### src/rtl/alu_host_sequencer_if.sv
// Bundle of the request/response handshake and the ALU control-unit bus.
// master: the sequencer side. slave: the system logic and ALU side.
interface alu_host_sequencer_if #(
  parameter int WIDTH = 8
);
  logic                 req_valid;
  logic                 req_ready;
  logic [1:0]           req_op;
  logic [2*WIDTH-1:0]   req_x;
  logic [WIDTH-1:0]     req_y;
  logic                 rsp_valid;
  logic                 rsp_ready;
  logic [WIDTH-1:0]     rsp_hi;
  logic [WIDTH-1:0]     rsp_lo;
  logic                 rsp_timeout;
  logic                 BEGIN;
  logic [1:0]           op_code;
  logic [WIDTH-1:0]     inbus;
  logic [WIDTH-1:0]     outbus;
  logic                 alu_push;
  logic                 END;

  modport master (
    input  req_valid, req_op, req_x, req_y, rsp_ready, outbus, alu_push, END,
    output req_ready, rsp_valid, rsp_hi, rsp_lo, rsp_timeout, BEGIN, op_code, inbus
  );

  modport slave (
    output req_valid, req_op, req_x, req_y, rsp_ready, outbus, alu_push, END,
    input  req_ready, rsp_valid, rsp_hi, rsp_lo, rsp_timeout, BEGIN, op_code, inbus
  );
endinterface

### src/rtl/alu_host_sequencer.sv
// Initiator for the ALU control unit: takes one request, pulses BEGIN, feeds
// the operand words in the ALU's load order, collects the pushed result words
// and presents them as a {hi,lo} response, with a watchdog against a stuck ALU.
module alu_host_sequencer #(
  parameter int WIDTH          = 8,
  parameter int TIMEOUT_CYCLES = 255
) (
  input  logic                 clk,
  input  logic                 reset,
  alu_host_sequencer_if.master bus
);

  localparam int WD_W = $clog2(TIMEOUT_CYCLES + 1);
  // The count equals TIMEOUT_CYCLES in the first RESPOND cycle, so the
  // decision is taken one cycle earlier.
  localparam logic [WD_W-1:0] WD_LAST = WD_W'(TIMEOUT_CYCLES - 1);

  typedef enum logic [2:0] {
    S_IDLE,
    S_START,
    S_FEED,
    S_COLLECT,
    S_WAIT_END,
    S_RESPOND
  } state_t;

  state_t state, next_state;

  // Latched request
  logic [1:0]           op_q;
  logic [2*WIDTH-1:0]   x_q;
  logic [WIDTH-1:0]     y_q;

  // Counters and captured response
  logic [1:0]           k_cnt;
  logic                 p_cnt;
  logic [WD_W-1:0]      wdog;
  logic [WIDTH-1:0]     rsp_hi_q;
  logic [WIDTH-1:0]     rsp_lo_q;
  logic                 timeout_q;

  // Decoded control
  logic                 is_div;
  logic [1:0]           last_k;
  logic                 final_push;
  logic                 active;
  logic                 accept;
  logic                 cap_hi;
  logic                 cap_lo;
  logic                 wd_fire;
  logic [WIDTH-1:0]     feed_word;

  assign is_div     = (op_q == 2'b11);
  assign last_k     = is_div ? 2'd2 : 2'd1;
  // add/sub return one word; mul/div return two.
  assign final_push = op_q[1] ? p_cnt : 1'b1;
  assign active     = (state == S_START) || (state == S_FEED) ||
                      (state == S_COLLECT) || (state == S_WAIT_END);

  // State register
  always_ff @(posedge clk) begin
    if (reset) state <= S_IDLE;
    else       state <= next_state;
  end

  // Next-state, operand word selection and capture strobes
  always_comb begin
    next_state = state;
    accept     = 1'b0;
    cap_hi     = 1'b0;
    cap_lo     = 1'b0;
    wd_fire    = 1'b0;
    feed_word  = '0;
    case (state)
      S_IDLE: begin
        if (bus.req_valid) begin
          accept     = 1'b1;
          next_state = S_START;
        end
      end
      S_START: next_state = S_FEED;
      S_FEED: begin
        // div loads A, Q, M; the others load one operand then M.
        case (k_cnt)
          2'd0:    feed_word = is_div ? x_q[2*WIDTH-1:WIDTH] : x_q[WIDTH-1:0];
          2'd1:    feed_word = is_div ? x_q[WIDTH-1:0] : y_q;
          default: feed_word = y_q;
        endcase
        if (k_cnt == last_k) next_state = S_COLLECT;
      end
      S_COLLECT: begin
        if (bus.alu_push) begin
          // mul pushes A then Q; div pushes Q then A; add/sub push one result.
          cap_lo = ~op_q[1] | (is_div ? ~p_cnt : p_cnt);
          cap_hi =  op_q[1] & (is_div ?  p_cnt : ~p_cnt);
          if (final_push) next_state = bus.END ? S_RESPOND : S_WAIT_END;
        end
      end
      S_WAIT_END: begin
        if (bus.END) next_state = S_RESPOND;
      end
      S_RESPOND: begin
        if (bus.rsp_ready) next_state = S_IDLE;
      end
      default: next_state = S_IDLE;
    endcase
    // Watchdog expiry overrides any push or END seen in the same cycle.
    if (active && (wdog == WD_LAST)) begin
      wd_fire    = 1'b1;
      cap_hi     = 1'b0;
      cap_lo     = 1'b0;
      next_state = S_RESPOND;
    end
  end

  // Request capture; only read outside IDLE, so it carries no reset
  always_ff @(posedge clk) begin
    if (accept) begin
      op_q <= bus.req_op;
      x_q  <= bus.req_x;
      y_q  <= bus.req_y;
    end
  end

  // Word/push/watchdog counters and response capture
  always_ff @(posedge clk) begin
    if (reset) begin
      k_cnt     <= '0;
      p_cnt     <= 1'b0;
      wdog      <= '0;
      rsp_hi_q  <= '0;
      rsp_lo_q  <= '0;
      timeout_q <= 1'b0;
    end else if (accept) begin
      k_cnt     <= '0;
      p_cnt     <= 1'b0;
      wdog      <= '0;
      rsp_hi_q  <= '0;
      rsp_lo_q  <= '0;
      timeout_q <= 1'b0;
    end else begin
      if (active)               wdog  <= wdog + 1'b1;
      if (state == S_FEED)      k_cnt <= k_cnt + 2'd1;
      if (cap_hi || cap_lo)     p_cnt <= ~p_cnt;
      if (cap_hi)               rsp_hi_q <= bus.outbus;
      if (cap_lo)               rsp_lo_q <= bus.outbus;
      if (wd_fire)              timeout_q <= 1'b1;
    end
  end

  assign bus.req_ready   = (state == S_IDLE);
  assign bus.rsp_valid   = (state == S_RESPOND);
  assign bus.BEGIN       = (state == S_START);
  assign bus.op_code     = (state == S_IDLE) ? 2'b00 : op_q;
  assign bus.inbus       = feed_word;
  assign bus.rsp_hi      = rsp_hi_q;
  assign bus.rsp_lo      = rsp_lo_q;
  assign bus.rsp_timeout = timeout_q;

endmodule

### src/flat_wrapper.sv
// flat-port wrapper written by rule: the top's interface ports become plain ports
module alu_host_sequencer_flat 
#(
  parameter int WIDTH          = 8,
  parameter int TIMEOUT_CYCLES = 255
)
  (clk, reset, bus_req_valid, bus_req_op, bus_req_x, bus_req_y, bus_rsp_ready, bus_outbus, bus_alu_push, bus_END, bus_req_ready, bus_rsp_valid, bus_rsp_hi, bus_rsp_lo, bus_rsp_timeout, bus_BEGIN, bus_op_code, bus_inbus);
  alu_host_sequencer_if #(.WIDTH(WIDTH)) bus_i ();
  input  logic clk;
  input  logic reset;
  input wire logic [$bits(bus_i.req_valid)-1:0] bus_req_valid;
  input wire logic [$bits(bus_i.req_op)-1:0] bus_req_op;
  input wire logic [$bits(bus_i.req_x)-1:0] bus_req_x;
  input wire logic [$bits(bus_i.req_y)-1:0] bus_req_y;
  input wire logic [$bits(bus_i.rsp_ready)-1:0] bus_rsp_ready;
  input wire logic [$bits(bus_i.outbus)-1:0] bus_outbus;
  input wire logic [$bits(bus_i.alu_push)-1:0] bus_alu_push;
  input wire logic [$bits(bus_i.END)-1:0] bus_END;
  output wire logic [$bits(bus_i.req_ready)-1:0] bus_req_ready;
  output wire logic [$bits(bus_i.rsp_valid)-1:0] bus_rsp_valid;
  output wire logic [$bits(bus_i.rsp_hi)-1:0] bus_rsp_hi;
  output wire logic [$bits(bus_i.rsp_lo)-1:0] bus_rsp_lo;
  output wire logic [$bits(bus_i.rsp_timeout)-1:0] bus_rsp_timeout;
  output wire logic [$bits(bus_i.BEGIN)-1:0] bus_BEGIN;
  output wire logic [$bits(bus_i.op_code)-1:0] bus_op_code;
  output wire logic [$bits(bus_i.inbus)-1:0] bus_inbus;
  assign bus_i.req_valid = bus_req_valid;
  assign bus_i.req_op = bus_req_op;
  assign bus_i.req_x = bus_req_x;
  assign bus_i.req_y = bus_req_y;
  assign bus_i.rsp_ready = bus_rsp_ready;
  assign bus_i.outbus = bus_outbus;
  assign bus_i.alu_push = bus_alu_push;
  assign bus_i.END = bus_END;
  assign bus_req_ready = bus_i.req_ready;
  assign bus_rsp_valid = bus_i.rsp_valid;
  assign bus_rsp_hi = bus_i.rsp_hi;
  assign bus_rsp_lo = bus_i.rsp_lo;
  assign bus_rsp_timeout = bus_i.rsp_timeout;
  assign bus_BEGIN = bus_i.BEGIN;
  assign bus_op_code = bus_i.op_code;
  assign bus_inbus = bus_i.inbus;
  alu_host_sequencer #(.WIDTH(WIDTH), .TIMEOUT_CYCLES(TIMEOUT_CYCLES)) u_core (.clk(clk), .reset(reset), .bus(bus_i));
endmodule
### config.mk
export PLATFORM = sky130hd
export DESIGN_NAME = alu_host_sequencer_flat
export DESIGN_NICKNAME = d
export VERILOG_FILES = /design/src/rtl/alu_host_sequencer_if.sv /design/src/rtl/alu_host_sequencer.sv /design/src/flat_wrapper.sv
export SDC_FILE = /design/constraint.sdc
export NUM_CORES = 1
export LEC_CHECK = 0
export BUFFER_PORTS_ARGS = -buffer_cell sky130_fd_sc_hd__buf_2
export CAP_MARGIN = 20
export CORE_MARGIN = 5
export CORE_UTILIZATION = 47
export CTS_CLUSTER_DIAMETER = 40
export DETAILED_ROUTE_END_ITERATION = 7
export GPL_ROUTABILITY_DRIVEN = 0
export PLACE_DENSITY_LB_ADDON = 0.3
export SYNTH_ARGS = -nofsm -noshare
export SYNTH_HDL_FRONTEND = slang
export SYNTH_SLANG_ARGS = --single-unit
### constraint.sdc
create_clock -name clk -period 1.6 [get_ports clk]
set_input_delay 0.16 -clock clk [delete_from_list [all_inputs] [get_ports clk]]
set_output_delay 0.16 -clock clk [all_outputs]
set_load 0.03 [all_outputs]
==> results.md <==
- DIE WIDTH: 83.6 um
- Hold Violations, Final: 0
- Worst path bufs/invs: 2
- Final setup TNS: -2.23 ns
- MaxCap Viol Count: 0
- Remaining antenna violation count: 0
- Antenna violations before repair: 0
- CP Cell Sequence: nand2_2 -> buf_12 -> mux2_2 -> a22oi_2 -> a21oi_4 -> buf_6
- Worst Setup SP: u_core.op_q[1]
- Largest net degree at the start of global routing: 27
- Setup CP Type: register to output pin
- CTS tree: done
- RSZ-0062 raised after global routing: yes
- Mapped Cells: 229
- Critical Path End Type: output pin
- Worst path depth: 6
- CTS Root Cell: clkbuf_8
- Seq/Total Area, Yosys: 0.550
- GR Overflow Total: 0
- Area of the core: 5170 um2
- CP Data Required Time: 1.44 ns
- Pre-CTS WS: -0.0386 ns
- Worst slew margin: 0.746
- Count of different cell masters after synthesis: 47
- Startpoint types: register
- Die height: 83.6 um
- CP endpoint: bus_inbus[3]
- DR vias/cell: 5.06
- Tot GR Track Use: 0.188
- DRC viols: 0
- DPL Wire Length: 4120 um
- Fin crit share: 1.19
- Initial Util: 0.493
- Mapped cell area: 2550 um2
- Slew Limit Fails: 0
- Peak VDD IR: 747 uV
- Util after Layout: 0.731
- Hold slack: 0.0161 ns
- Vias after detailed routing: 2,071
- CTS clk-pin slew, worst paths: 0.06 ns
- Wire per inst: 15.6 um
- Port Buffer Count: 69
- Antenna cells: 0
- Skew-Pair Late Insertion Delay: 0.33 ns
- Max Root-Sink Buffers: 2
- Worst reg-to-reg setup slack: 0.07 ns
- Layout fillers: 345
- CP delay by family, top: flip-flops
- Min cycle time layout: 1.90 ns
- Synthesized net count: 273
- Number of synthesized register bits: 57
- Most common cell after layout, fill and taps aside: buf_2
- Syn avg cell area: 11.1 um2
- Total CTS buffers: 9
- Worst Path Max Fanout: 9
- Rows: 26
- Status: finished with violations
- Vias in the first global route: 2,186
- CP max stage cell: edfxtp_1
- DR pass1 iterations: 5
- Violated checks: setup timing
- Max stage delay on crit path: 0.43 ns
- Synth Flop Type: dfxtp_1
- # IOs: 70
- Fmax: 0.526 GHz
- Register area: 1410 um2
- Reg2reg path depth: 6
- EDFF count, synth: 26
- Min-delay worst type: input pin to register
- Die footprint: 7000 um2
- Final setup violation count: 8
- Worst path arrival time: 1.74 ns
- Skew final: 0.0104 ns
- RR Endpoint: u_core.bus.rsp_lo[3]
- Asr flop ratio synth: 0
- Final worst setup slack: -0.303 ns
- PwrDens: 1240 nW/um2
- Synth Warn #: 0
- Layout area overhead: 48.4%
- Nets@finish: 378
- R2r startpoint: u_core.op_q[0]
- Multi-input gate area: 1250 um2
- Layout cells sized above 1: 0.445
- DRT iter0 DRCs: 107
- Post-Route WL: 6390 um
- Htree depth: 3
- Worst Tran Pin Value: 0.371 ns
- First-pass GRT wire length: 10,600 um
- Clock sinks: 57
- Leakage: 1.61 nW
- Most frequent cells in the layout: buf_2 (60), nor2_1 (30), dfxtp_1 (28)
-- state kept, by name (all words and copies together), names as in the netlist, 2 cells and up --
signal and flops:
u_core.bus.rsp_hi 8, u_core.bus.rsp_lo 8, u_core.k_cnt 2, u_core.state 3, u_core.op_q 2, u_core.wdog 8, u_core.y_q 8, u_core.x_q 16
-- logic make-up after synthesis --
kind of cell	synth area share
compound gates	0.0903
xor+xnor	0.0378
fa+ha+maj	0.0196
buf+inv	0.0422
flops	0.550
mux	0.0982
simple gates	0.162
-- worst min-delay path by stage --
stage / startpoint / slack [ns] / cells after the start / endpoint
floorplan: reset / 0.24 / 1 / u_core.state[1]
global placement: bus_req_y[6] / 0.34 / 1 / u_core.y_q[6]
detailed placement: bus_req_op[0] / 0.34 / 1 / u_core.op_q[0]
CTS: bus_req_x[1] / 0.0002 / 1 / u_core.x_q[1]
global route: bus_req_x[8] / 0.0006 / 1 / u_core.x_q[8]
finish: bus_req_x[0] / 0.02 / 1 / u_core.x_q[0]
-- cells in the mapped netlist (2+ instances only) --
cell | instances | share of area
nand2b_1 | 2 | 0.0049
xor2_1 | 8 | 0.027
nor3b_1 | 2 | 0.0059
buf_2 | 2 | 0.0039
buf_6 | 3 | 0.013
nor2b_1 | 2 | 0.0049
ha_1 | 4 | 0.020
mux2i_1 | 16 | 0.063
mux2_2 | 8 | 0.035
nor2_1 | 30 | 0.044
and4b_1 | 2 | 0.0079
xnor2_1 | 3 | 0.010
buf_4 | 2 | 0.0059
nand4b_1 | 3 | 0.010
nand2_1 | 13 | 0.019
and2_1 | 5 | 0.012
clkbuf_1 | 5 | 0.0074
dfxtp_1 | 31 | 0.24
nand3_1 | 7 | 0.014
a21oi_1 | 11 | 0.022
and3_1 | 3 | 0.0074
inv_1 | 7 | 0.010
edfxtp_1 | 26 | 0.31
o21ai_0 | 2 | 0.0039
nor3_1 | 3 | 0.0059
a22oi_1 | 8 | 0.024
-- area by class of cell --
cell class	instances	share of cell area
Sequential cell	57	0.372
Multi-Input combinational cell	152	0.331
Clock buffer	12	0.0496
Clock inverter	4	0.00562
Tap cell	70	0.0232
Inverter	8	0.00992
Timing Repair Buffer	106	0.208
-- worst reg2reg max path, delay by kind of cell (launching register included) --
| kind | cells | cell delay (ns) |
|---|---|---|
| simple gates | 1 | 0.05 |
| flops | 1 | 0.42 |
| buf+inv | 2 | 0.27 |
| compound gates | 1 | 0.32 |
| mux | 1 | 0.21 |
| xor+xnor | 1 | 0.15 |
-- layer usage --
metal | track usage | vias to the layer above | share of wire
met5 | 0 | - | 0
met4 | 0.0687 | 0 | 0.013
met3 | 0.0533 | 8 | 0.055
met2 | 0.330 | 65 | 0.52
met1 | 0.218 | 972 | 0.41
li1 | - | 1026 | -
-- metrics by stage --
stage          power, W  cell area [um2]  cells
2_1_floorplan   0.00273             2710    229
6_report        0.00469             3780    409
4_1_cts         0.00466             3730    407
5_1_grt         0.00492             3780    409
3_5_place_dp    0.00317             3270    377
3_3_place_gp    0.00314             3270    377
-- what timing repair did --
item | CTS | global route
setup buffers | 1 | 2
setup endpoints to repair | 26 | 26
endpoints found under the hold margin | 13 | 1
pin swaps | 4 | 6
hold buffers | 13 | 1
resized for setup | 30 | 8
-- power breakdown --
| group | switching (W) | internal (W) |
|---|---|---|
| combinational | 0.000809 | 0.000708 |
| sequential | 0.0000991 | 0.00172 |
| clock | 0.000572 | 0.000782 |
Power figures use the tool's default switching activity.
